===== config.mk =====
export PLATFORM = sky130hd
export DESIGN_NAME = flag_branch_unit_flat
export DESIGN_NICKNAME = d
export VERILOG_FILES = /design/src/rtl/wisc_pkg.sv /design/src/rtl/flag_branch_unit_if.sv /design/src/rtl/branch_cond_eval.sv /design/src/rtl/flag_branch_unit.sv /design/src/flat_wrapper.sv
export SDC_FILE = /design/constraint.sdc
export NUM_CORES = 1
export LEC_CHECK = 0
export CELL_PAD_IN_SITES_DETAIL_PLACEMENT = 0
export CELL_PAD_IN_SITES_GLOBAL_PLACEMENT = 2
export CORE_ASPECT_RATIO = 0.7
export CORE_MARGIN = 3
export CORE_UTILIZATION = 13
export CTS_CLUSTER_DIAMETER = 60
export DETAILED_ROUTE_END_ITERATION = 16
export PLACE_DENSITY = 0.78
export SKIP_CTS_REPAIR_TIMING = 1
export SYNTH_ARGS = -nofsm -noshare
export SYNTH_HDL_FRONTEND = slang
export SYNTH_SLANG_ARGS = --single-unit
export TNS_END_PERCENT = 30

===== constraint.sdc =====
create_clock -name clk -period 2.3 [get_ports clk]
set_clock_uncertainty 0.2 [all_clocks]
set_input_delay 0.46 -clock clk [delete_from_list [all_inputs] [get_ports clk]]
set_output_delay 0.46 -clock clk [all_outputs]
set_load 0.1 [all_outputs]

===== src/rtl/wisc_pkg.sv =====
// Shared WISC definitions: opcode and branch condition-code encodings,
// plus the flag-update class used by the flag register.
package wisc_pkg;

    localparam logic [3:0] OP_ADD    = 4'b0000;
    localparam logic [3:0] OP_SUB    = 4'b0001;
    localparam logic [3:0] OP_XOR    = 4'b0010;
    localparam logic [3:0] OP_RED    = 4'b0011;
    localparam logic [3:0] OP_SLL    = 4'b0100;
    localparam logic [3:0] OP_SRA    = 4'b0101;
    localparam logic [3:0] OP_ROR    = 4'b0110;
    localparam logic [3:0] OP_PADDSB = 4'b0111;
    localparam logic [3:0] OP_LW     = 4'b1000;
    localparam logic [3:0] OP_SW     = 4'b1001;
    localparam logic [3:0] OP_LLB    = 4'b1010;
    localparam logic [3:0] OP_LHB    = 4'b1011;
    localparam logic [3:0] OP_B      = 4'b1100;
    localparam logic [3:0] OP_BR     = 4'b1101;
    localparam logic [3:0] OP_PCS    = 4'b1110;
    localparam logic [3:0] OP_HLT    = 4'b1111;

    localparam logic [2:0] CC_NE     = 3'b000;
    localparam logic [2:0] CC_EQ     = 3'b001;
    localparam logic [2:0] CC_GT     = 3'b010;
    localparam logic [2:0] CC_LT     = 3'b011;
    localparam logic [2:0] CC_GTE    = 3'b100;
    localparam logic [2:0] CC_LTE    = 3'b101;
    localparam logic [2:0] CC_OVFL   = 3'b110;
    localparam logic [2:0] CC_UNCOND = 3'b111;

    typedef enum logic [1:0] {
        FLG_NONE,
        FLG_Z,
        FLG_ZVN
    } flg_class_e;

endpackage


===== src/rtl/flag_branch_unit_if.sv =====
// EX-stage / ID-branch bundle between the pipeline and the flag/branch unit.
// The pipeline side is the master; the flag unit is the slave.
interface flag_branch_unit_if #(
    parameter int WIDTH = 16
);
    logic             ex_valid;
    logic [3:0]       ex_opcode;
    logic [WIDTH-1:0] ex_result;
    logic             ex_ovfl;
    logic             stall;
    logic             flush;
    logic             br_valid;
    logic [2:0]       br_ccc;
    logic             br_taken;
    logic             flag_z;
    logic             flag_v;
    logic             flag_n;

    modport master (
        output ex_valid, ex_opcode, ex_result, ex_ovfl, stall, flush,
               br_valid, br_ccc,
        input  br_taken, flag_z, flag_v, flag_n
    );

    modport slave (
        input  ex_valid, ex_opcode, ex_result, ex_ovfl, stall, flush,
               br_valid, br_ccc,
        output br_taken, flag_z, flag_v, flag_n
    );
endinterface


===== src/rtl/branch_cond_eval.sv =====
// Combinational branch condition evaluator: maps a 3-bit condition code and
// the Z/V/N flags to a single "condition holds" bit.
module branch_cond_eval
    import wisc_pkg::*;
(
    input  logic [2:0] i_ccc,
    input  logic       i_z,
    input  logic       i_v,
    input  logic       i_n,
    output logic       o_cond
);

    // NOTE: default assignment first so no path through the case leaves
    // o_cond unassigned, which would otherwise infer a latch.
    always_comb begin
        o_cond = 1'b0;
        case (i_ccc)
            CC_NE:     o_cond = ~i_z;
            CC_EQ:     o_cond = i_z;
            CC_GT:     o_cond = ~i_z & ~i_n;
            CC_LT:     o_cond = i_n;
            CC_GTE:    o_cond = i_z | ~i_n;
            CC_LTE:    o_cond = i_z | i_n;
            CC_OVFL:   o_cond = i_v;
            CC_UNCOND: o_cond = 1'b1;
            default:   o_cond = 1'b0;
        endcase
    end

endmodule


===== src/rtl/flag_branch_unit.sv =====
// Architectural Z/V/N flag register with a same-cycle bypass from EX so a
// branch in ID directly behind a flag-setting instruction resolves correctly.
module flag_branch_unit
    import wisc_pkg::*;
#(
    parameter int WIDTH = 16
) (
    input  logic           clk,
    input  logic           rst_n,
    flag_branch_unit_if.slave bus
);

    flg_class_e w_class;
    logic       w_upd;
    logic       w_wr;
    logic       w_z_new;
    logic       w_v_new;
    logic       w_n_new;
    logic       w_z_eff;
    logic       w_v_eff;
    logic       w_n_eff;
    logic       w_cond;
    logic       r_z;
    logic       r_v;
    logic       r_n;

    always_comb begin
        w_class = FLG_NONE;
        case (bus.ex_opcode)
            OP_ADD, OP_SUB:                 w_class = FLG_ZVN;
            OP_XOR, OP_SLL, OP_SRA, OP_ROR: w_class = FLG_Z;
            OP_RED, OP_PADDSB, OP_LW, OP_SW, OP_LLB, OP_LHB,
            OP_B, OP_BR, OP_PCS, OP_HLT:    w_class = FLG_NONE;
            default:                        w_class = FLG_NONE;
        endcase
    end

    assign w_z_new = (bus.ex_result == '0);
    assign w_n_new = bus.ex_result[WIDTH-1];
    assign w_v_new = bus.ex_ovfl;

    // Flush kills both the write and the bypass; stall only kills the write.
    assign w_upd = bus.ex_valid & ~bus.flush & (w_class != FLG_NONE);
    assign w_wr  = w_upd & ~bus.stall;

    assign w_z_eff = w_upd                       ? w_z_new : r_z;
    assign w_v_eff = (w_upd && w_class == FLG_ZVN) ? w_v_new : r_v;
    assign w_n_eff = (w_upd && w_class == FLG_ZVN) ? w_n_new : r_n;

    // NOTE: non-blocking assignments so every flag samples pre-edge values.
    always_ff @(posedge clk or negedge rst_n) begin
        if (!rst_n) begin
            r_z <= 1'b0;
            r_v <= 1'b0;
            r_n <= 1'b0;
        end else if (w_wr) begin
            r_z <= w_z_new;
            if (w_class == FLG_ZVN) begin
                r_v <= w_v_new;
                r_n <= w_n_new;
            end
        end
    end

    branch_cond_eval u_cond (
        .i_ccc  (bus.br_ccc),
        .i_z    (w_z_eff),
        .i_v    (w_v_eff),
        .i_n    (w_n_eff),
        .o_cond (w_cond)
    );

    assign bus.br_taken = bus.br_valid & w_cond;
    assign bus.flag_z   = r_z;
    assign bus.flag_v   = r_v;
    assign bus.flag_n   = r_n;

endmodule


===== src/flat_wrapper.sv =====
// flat-port wrapper written by rule: the top's interface ports become plain ports
module flag_branch_unit_flat import wisc_pkg::*;
#(
    parameter int WIDTH = 16
)
  (clk, rst_n, bus_ex_valid, bus_ex_opcode, bus_ex_result, bus_ex_ovfl, bus_stall, bus_flush, bus_br_valid, bus_br_ccc, bus_br_taken, bus_flag_z, bus_flag_v, bus_flag_n);
  flag_branch_unit_if #(.WIDTH(WIDTH)) bus_i ();
  input  logic clk;
  input  logic rst_n;
  input wire logic [$bits(bus_i.ex_valid)-1:0] bus_ex_valid;
  input wire logic [$bits(bus_i.ex_opcode)-1:0] bus_ex_opcode;
  input wire logic [$bits(bus_i.ex_result)-1:0] bus_ex_result;
  input wire logic [$bits(bus_i.ex_ovfl)-1:0] bus_ex_ovfl;
  input wire logic [$bits(bus_i.stall)-1:0] bus_stall;
  input wire logic [$bits(bus_i.flush)-1:0] bus_flush;
  input wire logic [$bits(bus_i.br_valid)-1:0] bus_br_valid;
  input wire logic [$bits(bus_i.br_ccc)-1:0] bus_br_ccc;
  output wire logic [$bits(bus_i.br_taken)-1:0] bus_br_taken;
  output wire logic [$bits(bus_i.flag_z)-1:0] bus_flag_z;
  output wire logic [$bits(bus_i.flag_v)-1:0] bus_flag_v;
  output wire logic [$bits(bus_i.flag_n)-1:0] bus_flag_n;
  assign bus_i.ex_valid = bus_ex_valid;
  assign bus_i.ex_opcode = bus_ex_opcode;
  assign bus_i.ex_result = bus_ex_result;
  assign bus_i.ex_ovfl = bus_ex_ovfl;
  assign bus_i.stall = bus_stall;
  assign bus_i.flush = bus_flush;
  assign bus_i.br_valid = bus_br_valid;
  assign bus_i.br_ccc = bus_br_ccc;
  assign bus_br_taken = bus_i.br_taken;
  assign bus_flag_z = bus_i.flag_z;
  assign bus_flag_v = bus_i.flag_v;
  assign bus_flag_n = bus_i.flag_n;
  flag_branch_unit #(.WIDTH(WIDTH)) u_core (.clk(clk), .rst_n(rst_n), .bus(bus_i));
endmodule

==> Yosys cells after proc, flatten, opt, wreduce, memory -nomap -nowiden <==
Memories as Yosys holds them, arrays and structs flattened.
Index checks and enable logic that the tools add are counted.
{ "word_totals": {"mem_count": 1, "output_inout_bits": 4, "romBits": 32, "ff_bits": 3} }
{ "op_classes": {"bitwise_logic": 11, "muxes": 4, "n_reduce_logical": 5, "eq_ne": 8} }
{ "memory_table": {"columns": ["memory", "words", "word_bits", "read_ports", "rd_ports_with_merged_regs", "write_ports", "line_no", "rtl"], "rows": [
  ["(name not given)", 16, 2, 1, 0, 0, "flag_branch_unit.sv:29", "case (bus.ex_opcode)"]
]} }
{ "ops": {"columns": ["operator", "count"], "rows": [
  ["$logic_not A16 Y1", 1],
  ["$eq A3 B3 Y1 const B", 4],
  ["$pmux W1 S8", 1],
  ["$eq A3 B2 Y1 const B", 2],
  ["$and A1 B1 Y1", 5],
  ["$not A1 Y1", 4],
  ["$eq A3 B1 Y1 const B", 1],
  ["$logic_not A3 Y1", 1],
  ["$mux W1", 3],
  ["$eq A2 B2 Y1 const B", 1],
  ["$or A1 B1 Y1", 2],
  ["$reduce_and A2 Y1", 1],
  ["$reduce_bool A2 Y1", 1],
  ["$logic_and A1 B1 Y1", 1]
]} }

==> Depth between registers and ports, before layout <==
{ "logic_depth": {"depth_word": 9, "mapped_depth": 5} }

==> Modules after synthesis <==
From an unflattened synthesis, not the netlist that was laid out.
{ "hier_totals": {"hier_cells": 32, "hier_area_um2": 306.5} }
{ "modules_own_cells": {"columns": ["module", "cells_per_inst", "area_per_inst_um2", "instances"], "rows": [
  ["flag_branch_unit", 21, 230.2, 1],
  ["branch_cond_eval", 11, 76.3, 1]
]} }

==> Worst setup path after synthesis <==
OpenSTA, ideal clock, no wires.
{ "synth_timing": {"path_type": "register to output", "startpoint": "register u_core.r_n, in the netlist u_core.bus.flag_n", "endpoint": "output bus_br_taken", "path_stages_with_launch": 5, "path_slack_ns": -0.761, "arrival_ns": 2.401, "cell_sequence": "dfrtp_1 > o21ai_2 > a21boi_2 > o211a_1 > a41oi_2"} }
{ "synth_between": {"elab_chain_cells": 5, "elab_cells_between_ends": 7, "classes_between": "mux: 2; bitwise: 5"} }
{ "synth_lines": {"columns": ["element", "line_no", "rtl"], "rows": [
  ["start: declaration", "flag_branch_unit.sv:25", "logic r_n;"],
  ["start signal: assignment", "flag_branch_unit.sv:60", "r_n <= w_n_new;"],
  ["$mux W1 (*)", "flag_branch_unit.sv:48", "assign w_n_eff = (w_upd && w_class == FLG_ZVN) ? w_n_new : r_n;"],
  ["$not A1 Y1", "branch_cond_eval.sv:20, branch_cond_eval.sv:22", null],
  ["$or A1 B1 Y1 or $and A1 B1 Y1 (tied branches)", "branch_cond_eval.sv:22, branch_cond_eval.sv:20", null],
  ["$pmux W1 S8 (*)", "branch_cond_eval.sv:17", "case (i_ccc)"],
  ["$and A1 B1 Y1 (*)", "flag_branch_unit.sv:73", "assign bus.br_taken = bus.br_valid & w_cond;"],
  ["end: declaration", "flat_wrapper.sv:18", "output wire logic [$bits(bus_i.br_taken)-1:0] bus_br_taken;"]
]} }
Every way passes the cells marked *; elsewhere a longest branch is shown, timed or not.

==> Final worst setup path <==
{ "layout_timing": {"startpoint": "input bus_ex_opcode[2]", "endpoint": "output bus_br_taken"} }
{ "layout_between": {"elab_chain_cells": 9, "elab_cells_between_ends": 15, "classes_between": "eq/ne: 1; mux: 4; bitwise: 7; reduce/logical: 2; memory: 1"} }
{ "layout_lines": {"columns": ["element", "line_no", "rtl"], "rows": [
  ["start: declaration", "flat_wrapper.sv:11", "input wire logic [$bits(bus_i.ex_opcode)-1:0] bus_ex_opcode;"],
  ["$mem_v2 Z16 W2 (*)", null, null],
  ["$reduce_bool A2 Y1", "flag_branch_unit.sv:43", "assign w_upd = bus.ex_valid & ~bus.flush & (w_class != FLG_NONE);"],
  ["$and A1 B1 Y1", "flag_branch_unit.sv:43", null],
  ["$logic_and A1 B1 Y1", "flag_branch_unit.sv:47, flag_branch_unit.sv:48", null],
  ["$mux W1", "flag_branch_unit.sv:48", null],
  ["$not A1 Y1", "branch_cond_eval.sv:20, branch_cond_eval.sv:22", null],
  ["$or A1 B1 Y1 or $and A1 B1 Y1 (tied branches)", "branch_cond_eval.sv:22, branch_cond_eval.sv:20", null],
  ["$pmux W1 S8 (*)", "branch_cond_eval.sv:17", null],
  ["$and A1 B1 Y1 (*)", "flag_branch_unit.sv:73", null]
]} }
Marked as above.

==> results by group <==
Outcome
  • Outcome: finished, violations left
  • Failing checks: setup timing

Synth
  • Count of warnings emitted by yosys: 0
  • Main area contributors after synthesis: sky130_fd_sc_hd__dfrtp_1 23%, sky130_fd_sc_hd__mux2_2 14%, sky130_fd_sc_hd__nor4_1 7.6%
  • Register bit total from synthesis: 3
  • Yosys cell types: 22
  • Top post-synthesis cells by count: 4 x sky130_fd_sc_hd__mux2_2, 4 x sky130_fd_sc_hd__nor4_1, 3 x sky130_fd_sc_hd__dfrtp_1, 3 x sky130_fd_sc_hd__nor2_1, 2 x sky130_fd_sc_hd__o21ai_0
  • Top-area cell type share of the netlist area: a little under a quarter
  • Post-synth EDFFs: 0
  • Primary FF master, synth: sky130_fd_sc_hd__dfrtp_1
  • Proportion of synthesized flip-flops having asynchronous set or reset: 100.0%
  • Post-Syn Area: ~330 um2
  • Avg Synthesized Cell Area: between 9 and 10 um2
  • Post-Synthesis Net Count: 63
  • Sequential area share after synthesis: a little under a quarter
  • Cell accounting for the most synthesized area: sky130_fd_sc_hd__dfrtp_1
  • Cell count after synthesis: 33

Die
  • Number of standard-cell rows in the floorplan: 14
  • Die area: roughly 0.0032 mm2
  • Width of the die: roughly 66 um
  • Effective utilization at floorplan: between 10% and 20%
  • Number of primary I/O pins: 34
  • Placeable Area: 0.002277 mm2
  • Die height: ~48 um

Placement
  • Detailed-placement wirelength estimate: around 1100 um
  • Placed Cells: 106
  • Global placer's final weighted congestion: approximately 0.65
  • Port Buffer Count: 33
  • Post-placement cell area: 779.5 um2

Critical path
  • Maximum single-stage delay on the critical path: roughly 400 ps
  • Depth of the worst register-to-register path: 1
  • CP max stage cell: sky130_fd_sc_hd__or3_4
  • Endpoint arrival time on the critical path: between 2000 and 2500 ps
  • Cells along the critical path: clkbuf_2 -> or3_4 -> nor2_4 -> mux2_4 -> o211ai_1 -> a41oi_4 -> buf_12
  • Cell type group with the largest total delay on the critical path: simple AND/OR/NAND/NOR gates
  • Reg2Reg Capture Point: u_core.bus.flag_n$_DFFE_PN0P_
  • Required arrival time at the worst endpoint: ~1600 ps
  • Biggest fanout along the worst timing path: 2
  • CP Capture Type: primary output
  • WS Path Type: input pin to primary output
  • Crit Reg-Reg Startpoint: u_core.bus.flag_n$_DFFE_PN0P_
  • Worst reg2reg setup slack: roughly 1300 ps
  • Buffers and inverters on the worst path: 2
  • CP Launch Type: input pin

Global routing
  • Number of antenna violations at the first check in global routing: 0
  • Maximum number of pins on one net before global-route repair: 6
  • Global Route Usage Sum: approximately 8.3%
  • Global-route wire length before repair: about 1900 um
  • Total overflow reported by the global router: 0
  • Number of global-route vias before repair: 436

Timing
  • Final period util: 116.4%
  • Headroom to the max-slew limit: between 80% and 90%
  • Final-report setup violation count: 1
  • Achievable Freq: between 300 and 400 MHz
  • Min Hold Slack: 203.5 ps
  • Max-slew violation count: 0
  • Final Hold Violating Endpoints: 0
  • Final sum of negative setup slack: -378.0 ps
  • RSZ-0062 raised after global routing: yes
  • Setup ws final: -378.0 ps
  • Time the final worst path needs with I/O delays and setup: 2678 ps
  • Slew at the pin with the worst max-slew slack: 273.5 ps

CTS
  • Sink count of the clock tree: 3
  • Clock tree from TritonCTS: yes
  • Clock latency on the worst-skew pair: 230 ps
  • Clock edge transition at the registers on the reported setup and hold paths: 40 ps
  • Root cell of the clock tree: sky130_fd_sc_hd__clkbuf_4
  • Longest Clk Path Bufs: 2
  • Number of buffers created by CTS: 3
  • H-Tree Depth: 1

Flow run
  • Max capacitance violation total: 0

Final layout
  • Antenna diodes: 0
  • Core Util, Final: 39.56%
  • Post-route cell area: around 900 um2
  • Share of post-route cells with drive strength above 1: between 50% and 60%
  • Filler Cell Count: between 200 and 250
  • Synthesis-to-finish area growth: 174.8%
  • Net count of the finished layout: between 100 and 150
  • Final cell count without fillers: 113

Route
  • DR vias: 468
  • Wire length per cell after detailed routing: 12.58 um
  • Via/cell ratio: around 4.1
  • First DRT Iteration DRCs: 2
  • DRC violation count after routing: 0
  • Residual antenna-violating net count after detailed routing: 0
  • Iteration count of the initial detailed-routing pass: 4
  • Final wirelength: between 1000 and 1500 um

Power and ir drop
  • Power Internal: slightly below 200 uW
  • Pwr dens: approximately 340 mW/mm2
  • Net Sw Frac: roughly 36%
  • Highest ir drop seen on vdd: around 0.21 mV
  • Reported net switching power: between 100 and 150 uW
  • Sequential fraction of design power: 19.9%
  • Clock Power Share: between 30% and 40%
  • Share of power burned in combinational logic: between 40% and 50%
  • Leak Pwr: between 0.0005 and 0.0006 uW

Worst hold path
  • Path class of the lowest-slack min-delay path: input pin to async pin
[cell type report]
class                           count  area [um2]  area share, %
Sequential cell                     3       77.57          8.611
Multi-Input combinational cell     29       305.3          33.89
Inverter                            1       3.754         0.4167
Timing Repair Buffer               44       447.9          49.72
Tap cell                           32       40.04          4.444
Clock buffer                        4       26.28          2.917
[kinds of logic (layout without fill, tap and decap cells)]
kind of cell / Yosys count / in the layout / synth area share, %
simple gates: 15 / 15 / 33.20
flops: 3 / 3 / 22.90
mux: 5 / 5 / 17.94
compound gates: 9 / 9 / 24.81
buf+inv: 1 / 49 / 1.144
[registers in the layout (all words and copies together) (netlist names)]
name / count
u_core.bus.flag_n: 1
u_core.bus.flag_z: 1
u_core.bus.flag_v: 1
[how the worst max path moves through the flow]
stage / from / endpoint / cells after the start
global route: bus_ex_opcode[2] / bus_br_taken / 7
floorplan: bus_flush / bus_br_taken / 5
global placement: bus_ex_opcode[3] / bus_br_taken / 7
finish: bus_ex_opcode[2] / bus_br_taken / 7
CTS: bus_ex_opcode[3] / bus_br_taken / 7
detailed placement: bus_ex_opcode[3] / bus_br_taken / 7
[stage by stage]
step / setup WS (ps) / total power (uW)
detailed placement: -700.3 / 213.9
CTS: -723.3 / 312.6
floorplan: -342.3 / 131.4
global placement: -677.9 / 212.4
finish: -378.0 / 308.0
global route: -418.5 / 327.2
[layout by cell type, fill, tap and decap left out, drive strengths merged, types with 2 or more instances in the layout]
master          n
clkdlybuf4s50   7
nor2            4
mux2            4
clkbuf          7
dfrtp           3
buf            15
or3             2
dlymetal6s2s   19
nor4            4
o21ai           3
[layer usage]
layer | up-vias | share of wire, % | GRT usage, %
met5 | - | 0 | 0
met4 | 0 | 1.1 | 3.644
met3 | 2 | 13 | 5.164
met2 | 24 | 50 | 14.14
met1 | 211 | 36 | 8.516
li1 | 231 | - | -
[power by group through the flow]
| stage | logic, uW | registers (uW) | clock network, uW |
|---|---|---|---|
| CTS | 153 | 61.1 | 98.6 |
| floorplan | 41.2 | 90.3 | 0 |
| global route | 160 | 62.0 | 105 |
| detailed placement | 152 | 61.7 | 0 |
| finish | 152 | 61.3 | 94.4 |
| global placement | 150 | 62.1 | 0 |
(Power assumes the default switching activity.)
